### src/rtl/id_ex_skid_stage.sv
// ID->EX pipeline register with a valid/ready handshake and a two-entry skid buffer.
// It also provides flush (bubble insertion) and a saturating count of stalled cycles.
module id_ex_skid_stage #(
    parameter int CTRL_W = 9,
    parameter int DATA_W = 133,
    parameter int STAT_W = 16
) (
    input  logic              clk,
    input  logic              rst,
    input  logic              in_valid,
    output logic              in_ready,
    input  logic [CTRL_W-1:0] in_ctrl,
    input  logic [DATA_W-1:0] in_data,
    input  logic              flush,
    output logic              out_valid,
    input  logic              out_ready,
    output logic [CTRL_W-1:0] out_ctrl,
    output logic [DATA_W-1:0] out_data,
    output logic [STAT_W-1:0] stall_cnt
);

    typedef enum logic [1:0] {
        EMPTY = 2'd0,
        ONE   = 2'd1,
        FULL  = 2'd2
    } state_t;

    state_t            state;
    logic [CTRL_W-1:0] skid_ctrl;
    logic [DATA_W-1:0] skid_data;
    logic              in_fire;
    logic              out_fire;

    // in_ready is combinational, so upstream learns in the same cycle that the skid slot is free.
    assign in_ready = ~rst & (state != FULL);
    assign in_fire  = in_valid & in_ready;
    assign out_fire = out_valid & out_ready;

    // NOTE: every register is assigned with <=, so each branch reads the values from before the edge.
    always_ff @(posedge clk) begin
        if (rst) begin
            state     <= EMPTY;
            out_valid <= 1'b0;
            out_ctrl  <= '0;
            out_data  <= '0;
            skid_ctrl <= '0;
            skid_data <= '0;
            stall_cnt <= '0;
        end else begin
            if (out_valid && !out_ready && stall_cnt != {STAT_W{1'b1}})
                stall_cnt <= stall_cnt + {{(STAT_W-1){1'b0}}, 1'b1};

            if (flush) begin
                // out_data keeps its old value, so the bus stays stable while invalid.
                state     <= EMPTY;
                out_valid <= 1'b0;
                out_ctrl  <= '0;
            end else begin
                case (state)
                    EMPTY: begin
                        if (in_fire) begin
                            state     <= ONE;
                            out_valid <= 1'b1;
                            out_ctrl  <= in_ctrl;
                            out_data  <= in_data;
                        end
                    end
                    ONE: begin
                        if (in_fire && out_fire) begin
                            out_ctrl <= in_ctrl;
                            out_data <= in_data;
                        end else if (in_fire) begin
                            state     <= FULL;
                            skid_ctrl <= in_ctrl;
                            skid_data <= in_data;
                        end else if (out_fire) begin
                            state     <= EMPTY;
                            out_valid <= 1'b0;
                            out_ctrl  <= '0;
                        end
                    end
                    FULL: begin
                        if (out_fire) begin
                            state    <= ONE;
                            out_ctrl <= skid_ctrl;
                            out_data <= skid_data;
                        end
                    end
                    default: begin
                        state     <= EMPTY;
                        out_valid <= 1'b0;
                        out_ctrl  <= '0;
                    end
                endcase
            end
        end
    end

endmodule
### config.mk
export PLATFORM = sky130hd
export DESIGN_NAME = id_ex_skid_stage
export DESIGN_NICKNAME = d
export VERILOG_FILES = /design/src/rtl/id_ex_skid_stage.sv
export SDC_FILE = /design/constraint.sdc
export NUM_CORES = 1
export LEC_CHECK = 0
export CAP_MARGIN = 20
export CORE_ASPECT_RATIO = 0.75
export CORE_MARGIN = 8
export CORE_UTILIZATION = 50
export DETAILED_ROUTE_END_ITERATION = 8
export PLACE_DENSITY = 0.81
export SETUP_SLACK_MARGIN = 0.4
export SLEW_MARGIN = 20
export SYNTH_ARGS = -nofsm -noshare
export SYNTH_HDL_FRONTEND = slang
export SYNTH_SLANG_ARGS = --single-unit
### constraint.sdc
create_clock -name clk -period 2.3 [get_ports clk]
set_input_delay 0.345 -clock clk [delete_from_list [all_inputs] [get_ports clk]]
set_output_delay 0.345 -clock clk [all_outputs]
set_load 0.02 [all_outputs]
==> results of run 1 <==
==> power by group <==
part | switching [W] | internal (W)
clock network | 0.00213 | 0.00341
registers | 0.0000854 | 0.00539
logic | 0.000749 | 0.000672
==> Yosys cell counts, types with 2 or more instances <==
| cell type | count |
|---|---|
| sky130_fd_sc_hd__nand2_1 | 296 |
| sky130_fd_sc_hd__o21ai_0 | 4 |
| sky130_fd_sc_hd__a211oi_1 | 2 |
| sky130_fd_sc_hd__dfxtp_1 | 303 |
| sky130_fd_sc_hd__a22oi_1 | 9 |
| sky130_fd_sc_hd__inv_1 | 7 |
| sky130_fd_sc_hd__nor2_1 | 4 |
| sky130_fd_sc_hd__o31ai_1 | 8 |
| sky130_fd_sc_hd__nor4_1 | 3 |
| sky130_fd_sc_hd__mux2i_1 | 134 |
| sky130_fd_sc_hd__buf_2 | 39 |
| sky130_fd_sc_hd__nand4_1 | 2 |
| sky130_fd_sc_hd__nand2b_1 | 2 |
| sky130_fd_sc_hd__buf_4 | 2 |
| sky130_fd_sc_hd__or3_1 | 3 |
| sky130_fd_sc_hd__or4_1 | 8 |
| sky130_fd_sc_hd__o41ai_1 | 4 |
| sky130_fd_sc_hd__a311oi_1 | 133 |
| sky130_fd_sc_hd__nor3_1 | 2 |
| sky130_fd_sc_hd__and4b_1 | 2 |
| sky130_fd_sc_hd__buf_1 | 2 |
| sky130_fd_sc_hd__a21oi_1 | 300 |
| sky130_fd_sc_hd__clkbuf_1 | 99 |
| sky130_fd_sc_hd__nand3_1 | 15 |
==> kinds of logic after synthesis <==
group | Yosys count | synth area share
simple gates | 347 | 0.117
fa+ha+maj | 1 | 0.00101
flops | 303 | 0.488
buf+inv | 150 | 0.0499
mux | 134 | 0.108
compound gates | 468 | 0.236
==> final timing paths <==
check / endpoint / slack (ps) / cells after the start
min reg2reg: skid_data[41] / 450 / 2
min: state[1] / 310 / 5
max reg2reg: stall_cnt[13] / 450 / 4
max: out_data[18] / 420 / 1
==> state kept, by name, summed over array words and instances (netlist names) <==
signal     cells
out_data     133
stall_cnt     16
skid_data    133
out_ctrl       9
state          2
out_valid      1
skid_ctrl      9
==> metal layers <==
layer  global-route usage  vias to the layer above  wire [um]
met3               0.0561                       73       3510
met1                0.300                     5544      16100
met4               0.0720                        2        997
li1                     -                     5615          -
met2                0.374                      490      18400
met5                    0                        -         13
==> metrics by stage <==
stage               utilization  cell area, um2  setup slack (ps)  total power (W)  TNS (ps)
finish                    0.706           17400               419           0.0124         0
global route              0.706           17400               374           0.0128         0
CTS                       0.691           17100               300           0.0125         0
detailed placement        0.645           16000             -33.9          0.00695     -65.5
global placement          0.645           16000              43.0          0.00693         0
floorplan                     -           12400               422          0.00623         0
==> timing repair <==
action | CTS | global route
hold endpoints to repair | 0 | 0
gates cloned | 1 | 6
setup buffers | 1 | 6
setup endpoints to repair | 60 | 290
gates resized for setup | 50 | 58
pin swaps | 1 | 4
==> layout make-up <==
| class | instances | area [um2] | area share |
|---|---|---|---|
| inverter | 8 | 35.0 | 0.00201 |
| clock inverter | 18 | 290 | 0.0166 |
| sequential | 303 | 6080 | 0.349 |
| clock buffer | 38 | 851 | 0.0488 |
| tap | 338 | 423 | 0.0242 |
| timing repair buffer | 360 | 3960 | 0.227 |
| multi-input combinational | 951 | 5800 | 0.332 |
| antenna | 3 | 7.51 | 0.000430 |
==> results_tabular.tex, run 1 <==
\begin{tabular}{lr}
\hline
Metric & Value \\
\hline
\multicolumn{2}{l}{\textbf{Floorplanning}} \\
Initial core utilization & 0.503 \\
Die height & $\sim$150 um \\
Number of primary I/O pins & a little over 300 \\
Die boundary width & about 200 um \\
Number of cell rows & 50 \\
Die area & $\sim$30000 um2 \\
Core outline area & around 25000 um2 \\
\multicolumn{2}{l}{\textbf{Yosys}} \\
Async SR Flop Fraction & 0 \\
Share of Yosys cell area claimed by the top area cell type & 0.488 \\
Top\_reg\_cell synth & sky130\_fd\_sc\_hd\_\_dfxtp\_1 \\
Avg Cell Area, Syn & just under 9 um2 \\
Synth warn & 0 \\
Cells taking the most area after synthesis & sky130\_fd\_sc\_hd\_\_dfxtp\_1, sky130\_fd\_sc\_hd\_\_a21oi\_1, sky130\_fd\_sc\_hd\_\_mux2i\_1, sky130\_fd\_sc\_hd\_\_a311oi\_1, sky130\_fd\_sc\_hd\_\_nand2\_1 \\
Number of enable-type register cells in the synthesized netlist & 0 \\
Post-synthesis instance total & 1403 \\
Synthesized flop and latch total & between 300 and 400 \\
Post-Synthesis Net Count & around 1600 \\
Leading area contributor after synthesis & sky130\_fd\_sc\_hd\_\_dfxtp\_1 \\
Number of distinct library cells after synthesis & 44 \\
Cell Area, Synth & between 10000 and 15000 um2 \\
Portion of the post-synthesis area used by sequential elements & 0.488 \\
\multicolumn{2}{l}{\textbf{Timing}} \\
Crit share post-route & 0.818 \\
Worst setup skew after layout & 11.6 ps \\
RSZ-0062 raised after global routing & true \\
Number of hold violations in the final report & 0 \\
Min Clock Period, post-route & 1880 ps \\
Final Setup Violations & 0 \\
Slew Limit Headroom & 0.333 \\
Actual slew at the worst max-slew pin & $\sim$1000 ps \\
Worst-case hold slack & $\sim$310 ps \\
Highest clock frequency the design can meet & about 530 MHz \\
Max-slew violation total from the final report & 0 \\
\multicolumn{2}{l}{\textbf{Drt}} \\
Routed len/inst & around 19 um \\
Via Count & 11700 \\
Remaining DRCs & 0 \\
Drt first pass iters & 7 \\
WL final & between 30000 and 40000 um \\
Via-to-Cell Ratio & between 5 and 6 \\
Antenna violation net count after detailed routing & 0 \\
Number of design-rule violations left by the first detailed-router iteration & 874 \\
\multicolumn{2}{l}{\textbf{Critical path}} \\
Top cell family by delay on the critical path & buffers and inverters \\
Arrival time at the worst endpoint & $\sim$1500 ps \\
Startpoint-to-endpoint class of the critical path & reg -> out \\
First element of the critical path & out\_data[18] \\
Slowest stage cell on the critical path & sky130\_fd\_sc\_hd\_\_clkdlybuf4s50\_1 \\
Critical path cell sequence & clkdlybuf4s50\_1 \\
Worst Path Buf+Inv & 1 \\
Worst setup EP type & primary output \\
Startpoint types & flop \\
CP max stage delay & a little over 600 ps \\
Max FO, Critical Path & 2 \\
Worst r2r src & out\_valid \\
Worst Path Required & just under 2000 ps \\
\multicolumn{2}{l}{\textbf{Clock tree}} \\
Clock tree root buffer cell & sky130\_fd\_sc\_hd\_\_clkbuf\_16 \\
Num CTS Buffers & 30 \\
CTS HTree Levels & 1 \\
CTS sink count & $\sim$300 \\
\# hold bufs at CTS & 0 \\
CTS clock-pin slew for the worst setup and hold paths & about 70 ps \\
Clock latency of the later-clocked register in the worst-skew pair & about 550 ps \\
Maximum buffer depth of the clock tree & 3 \\
CTS tree & done \\
\multicolumn{2}{l}{\textbf{Finish}} \\
Fraction of layout instances using a drive strength above 1 & 0.0787 \\
Leading cell type in the layout, fill and taps excluded & sky130\_fd\_sc\_hd\_\_a21oi\_1 \\
Filler Cells Inserted & between 1500 and 2000 \\
Post-route insts no fill & 2019 \\
Area Overhead vs Synth & 40.4\% \\
Commonest non-fill, non-tap cells in the layout & sky130\_fd\_sc\_hd\_\_a21oi\_1, sky130\_fd\_sc\_hd\_\_nand2\_1, sky130\_fd\_sc\_hd\_\_dfxtp\_1 \\
NumNets Final & $\sim$1800 \\
\multicolumn{2}{l}{\textbf{Placed design}} \\
Post-Place Cells & around 2000 \\
Detailed-placement wirelength estimate & $\sim$24000 um \\
Final Wtd Congestion & 0.821 \\
Number of port buffers & 306 \\
\multicolumn{2}{l}{\textbf{Global routing}} \\
Residual overflow from global routing & 0 \\
Total routing resource utilization after global routing & 0.231 \\
Largest net degree at the start of global routing & between 200 and 250 \\
Vias in the first global route & $\sim$11000 \\
First-pass GRT wire length & roughly 59000 um \\
Number of antenna violations at the first check in global routing & 4 \\
\multicolumn{2}{l}{\textbf{Hold path}} \\
Worst hold-check path type & in -> reg \\
Startpoint of the lowest-slack hold path & rst \\
\multicolumn{2}{l}{\textbf{Power and ir drop}} \\
Worst-case vdd ir drop & $\sim$750 uV \\
Power density over the cells & between 700 and 800 nW/um2 \\
Pleak & 7.59 nW \\
\multicolumn{2}{l}{\textbf{Status}} \\
Status & complete, no violations \\
\multicolumn{2}{l}{\textbf{Job}} \\
Max Cap Violations & 0 \\
\hline
\end{tabular}
Power figures use the tool's default switching activity.
==> run 2, diff against run 1 <==
CORE_UTILIZATION = 45   (was 50)
PLACE_DENSITY = 0.77   (was 0.81)
clock period = 1.5 ns   (was 2.3 ns; I/O delays follow)
==> run 2 against run 1 <==
Net effect: the flow now finishes with violations (negative setup slack); core utilization grew 2.6 points; worst setup slack lost 790 ps; via count up 8.3%; register-to-register slack worse by 820 ps; worst hold slack worse by 140 ps; global-route usage grew 0.41 points; critical path depth increased by 5; first-iteration DRC count is 27% higher; clock skew is 7.6 ps higher; critical endpoint is now out_data[7]; largest cell class is now multi-input gates.
==> results_tabular.tex, run 2 (synthesis gave the netlist of run 1 again) <==
\begin{tabular}{lr}
\hline
Metric & Value \\
\hline
\multicolumn{2}{l}{\textbf{Status}} \\
Status & finished with violations \\
Violations in the final reports & negative setup slack \\
\multicolumn{2}{l}{\textbf{Drt}} \\
Routed len/inst & 21.0 um (+8.9\%) \\
Via-to-Cell Ratio & 5.85 (+0.70\%) \\
Drt first pass iters & 6 (-1) \\
WL final & 45700 um (+17\%) \\
Remaining DRCs & 0 (unchanged) \\
Via Count & 12700 (+8.3\%) \\
Antenna violation net count after detailed routing & 0 (unchanged) \\
Number of design-rule violations left by the first detailed-router iteration & 1106 (+27\%) \\
\multicolumn{2}{l}{\textbf{Global routing}} \\
Vias in the first global route & 12200 (+10\%) \\
Total routing resource utilization after global routing & 0.235 (+0.00414) \\
First-pass GRT wire length & 66100 um (+12\%) \\
Number of antenna violations at the first check in global routing & 0 (-4) \\
Largest net degree at the start of global routing & 190 (-6.9\%) \\
Residual overflow from global routing & 0 (unchanged) \\
\multicolumn{2}{l}{\textbf{Floorplanning}} \\
Initial core utilization & 0.459 (-0.0437) \\
Die height & 160 um (+4.8\%) \\
Die boundary width & 208 um (+5.0\%) \\
Number of cell rows & 52 (+4.0\%) \\
Core outline area & 27100 um2 (+9.5\%) \\
Number of primary I/O pins & 307 (unchanged) \\
Die area & 33200 um2 (+10\%) \\
\multicolumn{2}{l}{\textbf{Hold path}} \\
Worst hold-check path type & in -> reg \\
\multicolumn{2}{l}{\textbf{Placed design}} \\
Post-Place Cells & 2051 (+5.4\%) \\
Placed cell areas & 16900 um2 (+5.7\%) \\
Number of port buffers & 306 (unchanged) \\
Final Wtd Congestion & 0.830 (+1.0\%) \\
Detailed-placement wirelength estimate & 26800 um (+11\%) \\
\multicolumn{2}{l}{\textbf{Critical path}} \\
Slowest stage cell on the critical path & sky130\_fd\_sc\_hd\_\_a311oi\_1 \\
Critical path cell sequence & buf\_6 -> a21bo\_4 -> a21o\_4 -> clkbuf\_16 -> buf\_4 -> a311oi\_1 \\
Worst setup EP type & flop \\
CP max stage delay & 400 ps (-220 ps) \\
Worst Path Buf+Inv & 3 (+2) \\
Startpoint-to-endpoint class of the critical path & reg -> reg \\
Max FO, Critical Path & 8 (+6) \\
Arrival time at the worst endpoint & 2280 ps (+740 ps) \\
Startpoint types & flop \\
Worst Path Required & 1920 ps (-40 ps) \\
Top cell family by delay on the critical path & compound AO/OA/AOI/OAI gates \\
\multicolumn{2}{l}{\textbf{Timing}} \\
Max-slew violation total from the final report & 0 (unchanged) \\
RSZ-0062 raised after global routing & true \\
Actual slew at the worst max-slew pin & 1000 ps (-1.11 ps) \\
Number of hold violations in the final report & 0 (unchanged) \\
Min Clock Period, post-route & between 1500 and 2000 ps \\
Crit share post-route & 1.25 \\
Slew Limit Headroom & 0.334 (+0.000743) \\
Worst-case hold slack & 178 ps (-136 ps) \\
Post-route setup slack & -369 ps (-788 ps) \\
Highest clock frequency the design can meet & about 540 MHz \\
Final Setup Violations & 297 (+297) \\
Worst setup skew after layout & 19.1 ps (+7.55 ps) \\
\multicolumn{2}{l}{\textbf{Finish}} \\
Leading cell type in the layout, fill and taps excluded & sky130\_fd\_sc\_hd\_\_nand2\_1 \\
Fraction of layout instances using a drive strength above 1 & 0.361 (+0.282) \\
Multi-input logic area & 6510 um2 (+12\%) \\
Antenna diode count & 0 (-3) \\
Largest regs & out\_data x133, skid\_data x133, stall\_cnt x16 \\
Final standard cell area without fillers & 19800 um2 (+14\%) \\
NumNets Final & 1946 (+8.0\%) \\
Share of the core filled with cells in the final layout & 0.732 (+0.0260) \\
Filler Cells Inserted & 1717 (-6.5\%) \\
Commonest non-fill, non-tap cells in the layout & sky130\_fd\_sc\_hd\_\_nand2\_1, sky130\_fd\_sc\_hd\_\_a21oi\_1, sky130\_fd\_sc\_hd\_\_dfxtp\_1 \\
Post-route insts no fill & 2172 (+7.6\%) \\
Area occupied by registers & 6260 um2 (+2.9\%) \\
Area Overhead vs Synth & 59.5\% \\
\multicolumn{2}{l}{\textbf{Clock tree}} \\
Num CTS Buffers & 29 (-3.3\%) \\
CTS tree & done \\
CTS HTree Levels & 1 (unchanged) \\
Maximum buffer depth of the clock tree & 3 (unchanged) \\
CTS clock-pin slew for the worst setup and hold paths & 70 ps (about the same) \\
Clock tree root buffer cell & sky130\_fd\_sc\_hd\_\_clkbuf\_16 \\
CTS sink count & 303 (unchanged) \\
Clock latency of the later-clocked register in the worst-skew pair & 550 ps (about the same) \\
\multicolumn{2}{l}{\textbf{Power and ir drop}} \\
Pleak & 8.19 nW (+8.0\%) \\
Worst-case vdd ir drop & 815 uV (+8.9\%) \\
Power density over the cells & 943 nW/um2 (+32\%) \\
\multicolumn{2}{l}{\textbf{Job}} \\
Max Cap Violations & 0 (unchanged) \\
\hline
\end{tabular}
[run 2: worst paths after layout]
| check | from | endpoint | slack (ps) | cells after the start |
|---|---|---|---|---|
| setup reg to reg | out_valid | out_data[7] | -370 | 6 |
| hold reg to reg | skid_data[12] | skid_data[12] | 450 | 2 |
| hold / removal | rst | state[1] | 180 | 5 |
| setup / recovery | out_valid | out_data[7] | -370 | 6 |
[run 2: routing by layer]
| layer | share of wire | vias up | track usage |
|---|---|---|---|
| li1 | - | 5912 | - |
| met1 | 0.40 | 6106 | 0.304 |
| met2 | 0.48 | 597 | 0.389 |
| met3 | 0.087 | 86 | 0.0514 |
| met4 | 0.029 | 0 | 0.0718 |
| met5 | 0 | - | 0 |
[run 2: what timing repair did]
item	in CTS	in global routing
pin swaps	21	75
endpoints found under the setup margin	462	463
cloned	4	10
gates resized for setup	1006	141
endpoints found under the hold margin	0	0
buffers inserted	50	3
hold buffers	0	0
[run 2: report_power, final]
| group | switching (W) | internal [W] | leakage (nW) |
|---|---|---|---|
| Combinational | 0.00135 | 0.00133 | 5.19 |
| Sequential | 0.000184 | 0.00827 | 2.52 |
| Clock | 0.00319 | 0.00434 | 0.488 |
| Total | 0.00472 | 0.0140 | 8.19 |
[run 2: cell type report]
class | instances | area share
repair buffers | 506 | 0.282
well taps | 351 | 0.0222
clock buffers | 34 | 0.0386
clock inverters | 20 | 0.0107
inverters | 8 | 0.00189
multi-input cells | 950 | 0.329
flip-flops and latches | 303 | 0.316
[run 2: worst register-to-register path: stages, from the launching register on]
cell and delay [ps]:
sky130_fd_sc_hd__dfxtp_4 350, sky130_fd_sc_hd__buf_6 120, sky130_fd_sc_hd__a21bo_4 230, sky130_fd_sc_hd__a21o_4 290
sky130_fd_sc_hd__clkbuf_16 200, sky130_fd_sc_hd__buf_4 160, sky130_fd_sc_hd__a311oi_1 400
[run 2: through the flow]
stage	TNS, ps	worst slack (ps)	total power, W
floorplan	-27360	-203	0.00959
global placement	-146240	-610	0.0108
detailed placement	-161460	-664	0.0108
CTS	-39240	-212	0.0184
global route	-68480	-359	0.0193
finish	-47250	-369	0.0187
